[src/rtl/uart_prog_pkg.sv]
// Shared types and constants for the UART instruction-memory programmer.
// Holds the frame FSM and RX sampler state enums, error codes and frame bytes.
package uart_prog_pkg;

  typedef enum logic [2:0] {
    IDLE,
    LEN_LO,
    LEN_HI,
    DATA,
    CSUM,
    DONE,
    ERR
  } state_t;

  typedef enum logic [1:0] {
    R_IDLE,
    R_START,
    R_DATA,
    R_STOP
  } rx_state_t;

  localparam logic [2:0] ERR_NONE    = 3'd0;
  localparam logic [2:0] ERR_FRAME   = 3'd1;
  localparam logic [2:0] ERR_LEN     = 3'd2;
  localparam logic [2:0] ERR_CSUM    = 3'd3;
  localparam logic [2:0] ERR_TIMEOUT = 3'd4;

  localparam logic [7:0] HDR_BYTE = 8'hA5;
  localparam logic [7:0] ACK_BYTE = 8'h06;
  localparam logic [7:0] NAK_BYTE = 8'h15;

  // States in which a frame is in flight (timeout runs, imem is claimed).
  function automatic logic is_active(input state_t s);
    return (s == LEN_LO) || (s == LEN_HI) || (s == DATA) || (s == CSUM);
  endfunction

endpackage

[src/rtl/uart_imem_programmer_if.sv]
// Instruction-memory write port driven by the programmer (master) into imem (slave).
// imem_we is a single-cycle strobe: din/addr are valid only in that cycle; there is no ready.
interface uart_imem_programmer_if #(
  parameter int DATA_W = 32,
  parameter int ADDR_W = 12
);
  logic [DATA_W-1:0] imem_din;
  logic [ADDR_W-1:0] imem_addr;
  logic              imem_we;
  logic              imem_prog_ena;

  modport master (output imem_din, output imem_addr, output imem_we, output imem_prog_ena);
  modport slave  (input imem_din, input imem_addr, input imem_we, input imem_prog_ena);
endinterface

[src/rtl/uart_rx_byte.sv]
// UART 8N1 byte receiver: 2-FF synchroniser, start re-check at half bit, centre sampling.
// byte_valid or frame_err pulses for one cycle right after the stop-bit sample.
module uart_rx_byte
  import uart_prog_pkg::*;
#(
  parameter int CLKS_PER_BIT = 434
) (
  input  logic       clk,
  input  logic       Rst_n,
  input  logic       rx,
  output logic [7:0] data,
  output logic       byte_valid,
  output logic       frame_err,
  output rx_state_t  dbg_state
);
  localparam int CW = $clog2(CLKS_PER_BIT);

  logic          rx_m, rx_s, rx_d;
  logic [CW-1:0] cnt;
  logic [2:0]    bit_idx;
  rx_state_t     st;

  assign dbg_state = st;

  always_ff @(posedge clk or negedge Rst_n) begin
    if (!Rst_n) begin
      rx_m       <= 1'b1;
      rx_s       <= 1'b1;
      rx_d       <= 1'b1;
      st         <= R_IDLE;
      cnt        <= '0;
      bit_idx    <= '0;
      data       <= '0;
      byte_valid <= 1'b0;
      frame_err  <= 1'b0;
    end else begin
      rx_m       <= rx;
      rx_s       <= rx_m;
      rx_d       <= rx_s;
      byte_valid <= 1'b0;
      frame_err  <= 1'b0;
      case (st)
        R_IDLE: if (rx_d && !rx_s) begin
          st  <= R_START;
          cnt <= '0;
        end
        R_START: if (cnt == CW'(CLKS_PER_BIT/2 - 1)) begin
          // Line back high at mid start bit means a glitch, not a byte.
          cnt     <= '0;
          bit_idx <= '0;
          st      <= rx_s ? R_IDLE : R_DATA;
        end else begin
          cnt <= cnt + CW'(1);
        end
        R_DATA: if (cnt == CW'(CLKS_PER_BIT - 1)) begin
          cnt     <= '0;
          data    <= {rx_s, data[7:1]};
          bit_idx <= bit_idx + 3'd1;
          if (bit_idx == 3'd7) st <= R_STOP;
        end else begin
          cnt <= cnt + CW'(1);
        end
        R_STOP: if (cnt == CW'(CLKS_PER_BIT - 1)) begin
          cnt        <= '0;
          st         <= R_IDLE;
          byte_valid <= rx_s;
          frame_err  <= !rx_s;
        end else begin
          cnt <= cnt + CW'(1);
        end
        default: st <= R_IDLE;
      endcase
    end
  end

endmodule

[src/rtl/uart_imem_programmer.sv]
// Framed UART program loader: A5, LEN(16b LE), N words LE, mod-256 data checksum.
// Define UART_ACK_EN to add a TX serialiser that answers 06 on success or 15,<err> on error.
module uart_imem_programmer
  import uart_prog_pkg::*;
#(
  parameter int CLKS_PER_BIT = 434,
  parameter int WORD_BYTES   = 4,
  parameter int ADDR_W       = 12,
  parameter int BASE_ADDR    = 0,
  parameter int MAX_WORDS    = 4096,
  parameter int TIMEOUT_CYC  = 2_000_000
) (
  input  logic                   clk,
  input  logic                   Rst_n,
  input  logic                   prog,
  input  logic                   rx,
  output logic                   tx,
  uart_imem_programmer_if.master imem,
  output logic                   prog_busy,
  output logic                   prog_done,
  output logic [2:0]             prog_err,
  output logic [ADDR_W:0]        words_written,
  output state_t                 dbg_state,
  output rx_state_t              dbg_rx_state
);
  localparam int DATA_W = 8 * WORD_BYTES;
  localparam int BCW    = (WORD_BYTES > 1) ? $clog2(WORD_BYTES) : 1;
  localparam int TW     = $clog2(TIMEOUT_CYC + 1);

  logic [7:0]        rx_byte;
  logic              byte_valid, frame_err;
  state_t            state;
  logic [DATA_W-1:0] word_sh, word_next, din;
  logic [BCW-1:0]    byte_cnt;
  logic [7:0]        len_lo, csum;
  logic [15:0]       n_rx, words_left;
  logic [ADDR_W-1:0] addr;
  logic [TW-1:0]     tmo;
  logic              we, active;

  uart_rx_byte #(.CLKS_PER_BIT(CLKS_PER_BIT)) u_rx (
    .clk        (clk),
    .Rst_n      (Rst_n),
    .rx         (rx),
    .data       (rx_byte),
    .byte_valid (byte_valid),
    .frame_err  (frame_err),
    .dbg_state  (dbg_rx_state)
  );

  assign active             = is_active(state);
  assign prog_busy          = active;
  assign imem.imem_prog_ena = active;
  assign imem.imem_din      = din;
  assign imem.imem_addr     = addr;
  assign imem.imem_we       = we;
  assign dbg_state          = state;
  assign n_rx               = {rx_byte, len_lo};
  // Bytes arrive LSB first, so each new byte enters at the top and slides down.
  assign word_next          = (word_sh >> 8) | (DATA_W'(rx_byte) << (DATA_W - 8));

  always_ff @(posedge clk or negedge Rst_n) begin
    if (!Rst_n) begin
      state         <= IDLE;
      word_sh       <= '0;
      din           <= '0;
      byte_cnt      <= '0;
      len_lo        <= '0;
      csum          <= '0;
      words_left    <= '0;
      addr          <= '0;
      tmo           <= '0;
      we            <= 1'b0;
      prog_done     <= 1'b0;
      prog_err      <= ERR_NONE;
      words_written <= '0;
    end else begin
      we        <= 1'b0;
      prog_done <= 1'b0;
      // Address/count advance after the strobe cycle so the write sees the current address.
      if (we) begin
        addr          <= addr + ADDR_W'(1);
        words_written <= words_written + (ADDR_W+1)'(1);
      end
      tmo <= (!active || byte_valid) ? '0 : tmo + TW'(1);

      if (!prog && state != IDLE) begin
        state <= IDLE;
      end else if (active && frame_err) begin
        state    <= ERR;
        prog_err <= ERR_FRAME;
      end else if (byte_valid) begin
        case (state)
          IDLE, DONE, ERR: if (prog && rx_byte == HDR_BYTE) begin
            state         <= LEN_LO;
            prog_err      <= ERR_NONE;
            words_written <= '0;
            csum          <= '0;
            byte_cnt      <= '0;
          end
          LEN_LO: begin
            len_lo <= rx_byte;
            state  <= LEN_HI;
          end
          LEN_HI: if (n_rx == 16'd0 || {1'b0, n_rx} > 17'(MAX_WORDS)) begin
            state    <= ERR;
            prog_err <= ERR_LEN;
          end else begin
            state      <= DATA;
            addr       <= ADDR_W'(BASE_ADDR);
            words_left <= n_rx;
          end
          DATA: begin
            word_sh <= word_next;
            csum    <= csum + rx_byte;
            if (byte_cnt == BCW'(WORD_BYTES - 1)) begin
              byte_cnt   <= '0;
              din        <= word_next;
              we         <= 1'b1;
              words_left <= words_left - 16'd1;
              if (words_left == 16'd1) state <= CSUM;
            end else begin
              byte_cnt <= byte_cnt + BCW'(1);
            end
          end
          CSUM: if (rx_byte == csum) begin
            state     <= DONE;
            prog_done <= 1'b1;
          end else begin
            state    <= ERR;
            prog_err <= ERR_CSUM;
          end
          default: state <= IDLE;
        endcase
      end else if (active && tmo == TW'(TIMEOUT_CYC - 1)) begin
        state    <= ERR;
        prog_err <= ERR_TIMEOUT;
      end
    end
  end

`ifdef UART_ACK_EN
  localparam int CW = $clog2(CLKS_PER_BIT);

  state_t        st_prev;
  logic [9:0]    tx_sh;
  logic [3:0]    tx_bits;
  logic [CW-1:0] tx_cnt;
  logic [7:0]    tx_q0, tx_q1;
  logic [1:0]    tx_n;

  assign tx = (tx_bits != 4'd0) ? tx_sh[0] : 1'b1;

  always_ff @(posedge clk or negedge Rst_n) begin
    if (!Rst_n) begin
      st_prev <= IDLE;
      tx_sh   <= '1;
      tx_bits <= '0;
      tx_cnt  <= '0;
      tx_q0   <= '0;
      tx_q1   <= '0;
      tx_n    <= '0;
    end else begin
      st_prev <= state;
      if (tx_bits != 4'd0) begin
        if (tx_cnt == CW'(CLKS_PER_BIT - 1)) begin
          tx_cnt  <= '0;
          tx_sh   <= {1'b1, tx_sh[9:1]};
          tx_bits <= tx_bits - 4'd1;
        end else begin
          tx_cnt <= tx_cnt + CW'(1);
        end
      end else if (tx_n != 2'd0) begin
        tx_sh   <= {1'b1, tx_q0, 1'b0};
        tx_bits <= 4'd10;
        tx_cnt  <= '0;
        tx_q0   <= tx_q1;
        tx_n    <= tx_n - 2'd1;
      end
      // A fresh completion status replaces anything still queued.
      if (state == DONE && st_prev != DONE) begin
        tx_q0 <= ACK_BYTE;
        tx_n  <= 2'd1;
      end else if (state == ERR && st_prev != ERR) begin
        tx_q0 <= NAK_BYTE;
        tx_q1 <= {5'd0, prog_err};
        tx_n  <= 2'd2;
      end
    end
  end
`else
  assign tx = 1'b1;
`endif

endmodule
[src/flat_wrapper.sv]
// flat-port wrapper written by rule: the top's interface ports become plain ports
module uart_imem_programmer_flat import uart_prog_pkg::*;
#(
  parameter int CLKS_PER_BIT = 434,
  parameter int WORD_BYTES   = 4,
  parameter int ADDR_W       = 12,
  parameter int BASE_ADDR    = 0,
  parameter int MAX_WORDS    = 4096,
  parameter int TIMEOUT_CYC  = 2_000_000
)
  (clk, Rst_n, prog, rx, tx, prog_busy, prog_done, prog_err, words_written, dbg_state, dbg_rx_state, imem_imem_din, imem_imem_addr, imem_imem_we, imem_imem_prog_ena);
  uart_imem_programmer_if #(.ADDR_W(ADDR_W)) imem_i ();
  input  logic clk;
  input  logic Rst_n;
  input  logic prog;
  input  logic rx;
  output logic tx;
  output logic prog_busy;
  output logic prog_done;
  output logic [2:0] prog_err;
  output logic [ADDR_W:0] words_written;
  output state_t dbg_state;
  output rx_state_t dbg_rx_state;
  output wire logic [$bits(imem_i.imem_din)-1:0] imem_imem_din;
  output wire logic [$bits(imem_i.imem_addr)-1:0] imem_imem_addr;
  output wire logic [$bits(imem_i.imem_we)-1:0] imem_imem_we;
  output wire logic [$bits(imem_i.imem_prog_ena)-1:0] imem_imem_prog_ena;
  assign imem_imem_din = imem_i.imem_din;
  assign imem_imem_addr = imem_i.imem_addr;
  assign imem_imem_we = imem_i.imem_we;
  assign imem_imem_prog_ena = imem_i.imem_prog_ena;
  uart_imem_programmer #(.CLKS_PER_BIT(CLKS_PER_BIT), .WORD_BYTES(WORD_BYTES), .ADDR_W(ADDR_W), .BASE_ADDR(BASE_ADDR), .MAX_WORDS(MAX_WORDS), .TIMEOUT_CYC(TIMEOUT_CYC)) u_core (.clk(clk), .Rst_n(Rst_n), .prog(prog), .rx(rx), .tx(tx), .imem(imem_i), .prog_busy(prog_busy), .prog_done(prog_done), .prog_err(prog_err), .words_written(words_written), .dbg_state(dbg_state), .dbg_rx_state(dbg_rx_state));
endmodule
[config.mk]
export PLATFORM = sky130hd
export DESIGN_NAME = uart_imem_programmer_flat
export DESIGN_NICKNAME = d
export VERILOG_FILES = /design/src/rtl/uart_prog_pkg.sv /design/src/rtl/uart_imem_programmer_if.sv /design/src/rtl/uart_rx_byte.sv /design/src/rtl/uart_imem_programmer.sv /design/src/flat_wrapper.sv
export SDC_FILE = /design/constraint.sdc
export NUM_CORES = 1
export LEC_CHECK = 0
export ABC_AREA = 1
export BUFFER_PORTS_ARGS = -buffer_cell sky130_fd_sc_hd__buf_2
export CORE_UTILIZATION = 60
export DETAILED_ROUTE_END_ITERATION = 7
export GPL_ROUTABILITY_DRIVEN = 0
export PLACE_DENSITY = 0.87
export RECOVER_POWER = 100
export SLEW_MARGIN = 30
export SYNTH_ARGS = -nofsm -noshare
export SYNTH_HDL_FRONTEND = slang
export SYNTH_SLANG_ARGS = --single-unit
[constraint.sdc]
create_clock -name clk -period 2.36 [get_ports clk]
set_input_delay 0.236 -clock clk [delete_from_list [all_inputs] [get_ports clk]]
set_output_delay 0.236 -clock clk [all_outputs]
set_load 0.005 [all_outputs]
==> reports/results.ini <==
[synth]
yosysTopAreaCellShare_pct=49.5
synth_ff_type=dfrtp_1
synth_cell_type_count=40
yosys-top-cells-count=nand2_1 (301), dfrtp_1 (168), nor2_1 (109)
synth_area_leaders=dfrtp_1 (50%), nand2_1 (13%), o21ai_0 (5.1%), nor2_1 (4.8%), inv_1 (4.7%)
synth_fp_nets=1076
netlist_instances=1048
yosysTopAreaCell=dfrtp_1
synth-seq-area-share_pct=50.4
avgSynthCellArea_um2=8.10
synthArstFlopShare_pct=100
synth-edff-count=0
synth_warnings=0
synth_seq_cells=171
yosysMostFrequentCell=nand2_1
syn_area_um2=8490

[setup_path]
endpoint_kind=flop
critPathSlowestCell=dfrtp_1
path_buf_inv=2
regToRegSetupSlack_ns=0.23
path_cells=nor2_1, nand2_4, nand2_4, nand2_4, nand2_2, nor2_4, nand2_4, inv_2, nand2_4, clkbuf_2, nand2_1, o21ai_0
crit_arrival_ns=2.43
cp.required_ns=2.66
cp_common_cell=nand2_4
cp_max_fo=16
cp_top_family=simple AND/OR/NAND/NOR gates
crit_type=flop to flop
slowest_delay_ns=0.53
crit_path_start_kind=flop

[drt]
drt-wirelength-per-cell_um=14.3
drt-total-wl_um=18900
vias_per_cell=5.49
first_pass_iters=6
drt_iter0_markers=686
drtAntennaViolNets=0
via_count=7274
drc=0

[timing]
holdWs_ns=0.372
fin_crit_sh_pct=90.3
slew_headroom_pct=-1.30
setup_ws_ns=0.228
hold_viol=0
worst_slew_pin_slew_ns=1.52
finalMaxSlewViolations=61
period_needed_ns=2.13
tns_ns=0
grt_setup_unrepaired=false
finClkSkew_ns=0.00620
setup_viol=0
max_freq_mhz=469

[finish]
fin_util_pct=69.9
area_delta_synth_final_pct=13.8
num-fill-cells=1040
drive_above_1_share_pct=8.65
antenna_cells=0
fin_area_um2=9660
finalNetCount=1160

[power_and_ir_drop]
switching_share_pct=24.2
switchingPower_mw=1.59
internal-power_mw=4.98
cellPowerDensity_nw_per_um2=680
pwr-share-clk_pct=45.6
p_leak_nw=4.79
irDropWorstVdd_mv=0.541
power.share.sequential_pct=46.1
combinationalPowerShare_pct=8.2

[clocking]
cts-root-buf=clkbuf_16
cts.sinks=171
htree_levels=4
clock_latency_ns=0.42
cts_tree=done
cts_setup_buffers=0
cts_buffer_depth=2
clk_pin_slew_ns=0.06
cts_buffers=17

[floorplanning]
dieWidth_um=121
initial_core_util_pct=61.4
fp-row-count=43
fp.dieH_um=121
io_pins=74
core_area_um2=13800
dieArea_um2=14600

[outcome]
violations=max-capacitance violations, max-slew violations
outcome=finished, violations left

[global_routing]
grt_pass1_vias=6755
grtUsageTotal_pct=27.5
antenna_found_initial=0
grt_pass1_wl_um=31600
gr-total-overflow=0
grt_max_degree=62

[place]
dp_slack_ns=0.227
placed_cell_area_um2=9100
io_buffers=72
dp_hpwl_um=13000

[job]
maxCapViolCount=1

[worst_hold_path]
worst_hold_path_type=flop to flop

[metrics by stage]
step	power, mW	instances
after floorplan	3.42	1048
after global placement	3.59	1291
after detailed placement	3.62	1291
after CTS	6.60	1325
after global routing	6.81	1325
final	6.57	1325
[cells in the final DEF, fill, tap and decap left out, types with 3 or more instances in the layout]
cell type and n:
ha_1 23, inv_1 108, clkbuf_16 17, or2_2 5, clkbuf_1 39, nor2_1 110
a21oi_1 34, nand2_1 301, dfrtp_1 168, o21ai_0 109, buf_4 6, buf_2 39
xnor2_1 12, nand2_4 5, nand4_1 13, nand3_1 51, clkbuf_2 3, xor2_1 20
nor3b_1 4, mux2i_1 6, bufinv_16 4, nor3_1 24, o21ai_1 4
[cell families after synthesis]
family,share of synthesized area [%]
simple gates,25.6
flops,50.4
compound gates,9.77
buf+inv,6.53
xor+xnor,3.30
fa+ha+maj,3.63
mux,0.707
other cells,0.0442
[what timing repair did]
item,4_1_cts,5_1_grt
hold buffers,2,0
resized for setup,0,1
endpoints found under the hold margin,59,0
endpoints found under the setup margin,0,1
[power groups by stage]
stage	sequential (mW)	combinational, mW	clock (mW)
3_3_place_gp	3.08	0.515	0
2_1_floorplan	3.07	0.343	0
5_1_grt	3.03	0.623	3.15
6_report	3.03	0.541	3.00
3_5_place_dp	3.08	0.535	0
4_1_cts	3.03	0.552	3.02
[metal layers]
| layer | vias up | wire length, um | global-route usage [%] |
|---|---|---|---|
| li1 | 3515 | - | - |
| met2 | 224 | 9380 | 45.1 |
| met5 | - | 0 | 0 |
| met1 | 3509 | 8220 | 37.0 |
| met3 | 26 | 1040 | 5.26 |
| met4 | 0 | 289 | 8.41 |
[worst reg2reg max path, stage by stage, from the launching register on]
cell	delay [ns]
dfrtp_1	0.53
nor2_1	0.15
nand2_4	0.13
nand2_4	0.09
nand2_4	0.08
nand2_2	0.09
nor2_4	0.21
nand2_4	0.07
inv_2	0.10
nand2_4	0.15
clkbuf_2	0.24
nand2_1	0.09
o21ai_0	0.09
[path summary, 6_finish.rpt]
path / startpoint / endpoint / cells past startpoint
hold / removal: u_core.u_rx.rx_m / u_core.u_rx.rx_s / 0
setup / recovery: u_core.dbg_state[0] / u_core.imem.imem_din[30] / 12
setup reg to reg: u_core.dbg_state[0] / u_core.imem.imem_din[30] / 12
min in group asynchronous: Rst_n / u_core.words_written[0] / 2
hold reg to reg: u_core.u_rx.rx_m / u_core.u_rx.rx_s / 0
max in group asynchronous: Rst_n / u_core.imem.imem_din[15] / 3
[sequential cells by signal, summed over array words and instances, names as in the netlist, 8 cells and up, named ones only]
register and cells:
u_core.words_written 13, u_core.u_rx.cnt 9, u_core.csum 8, u_core.imem.imem_addr 12, u_core.word_sh 24, u_core.tmo 21, u_core.len_lo 8, u_core.words_left 16
u_core.u_rx.data 8, u_core.imem.imem_din 32
[area by class of cell]
type	count	area [um^2]	area share, %
timing repair buffer	89	462	4.78
sequential	171	4280	44.3
clock buffer	23	468	4.84
clock inverter	9	161	1.67
tap	180	225	2.33
inverter	112	420	4.35
multi-input combinational	741	3640	37.7
(Power assumes the default switching activity.)
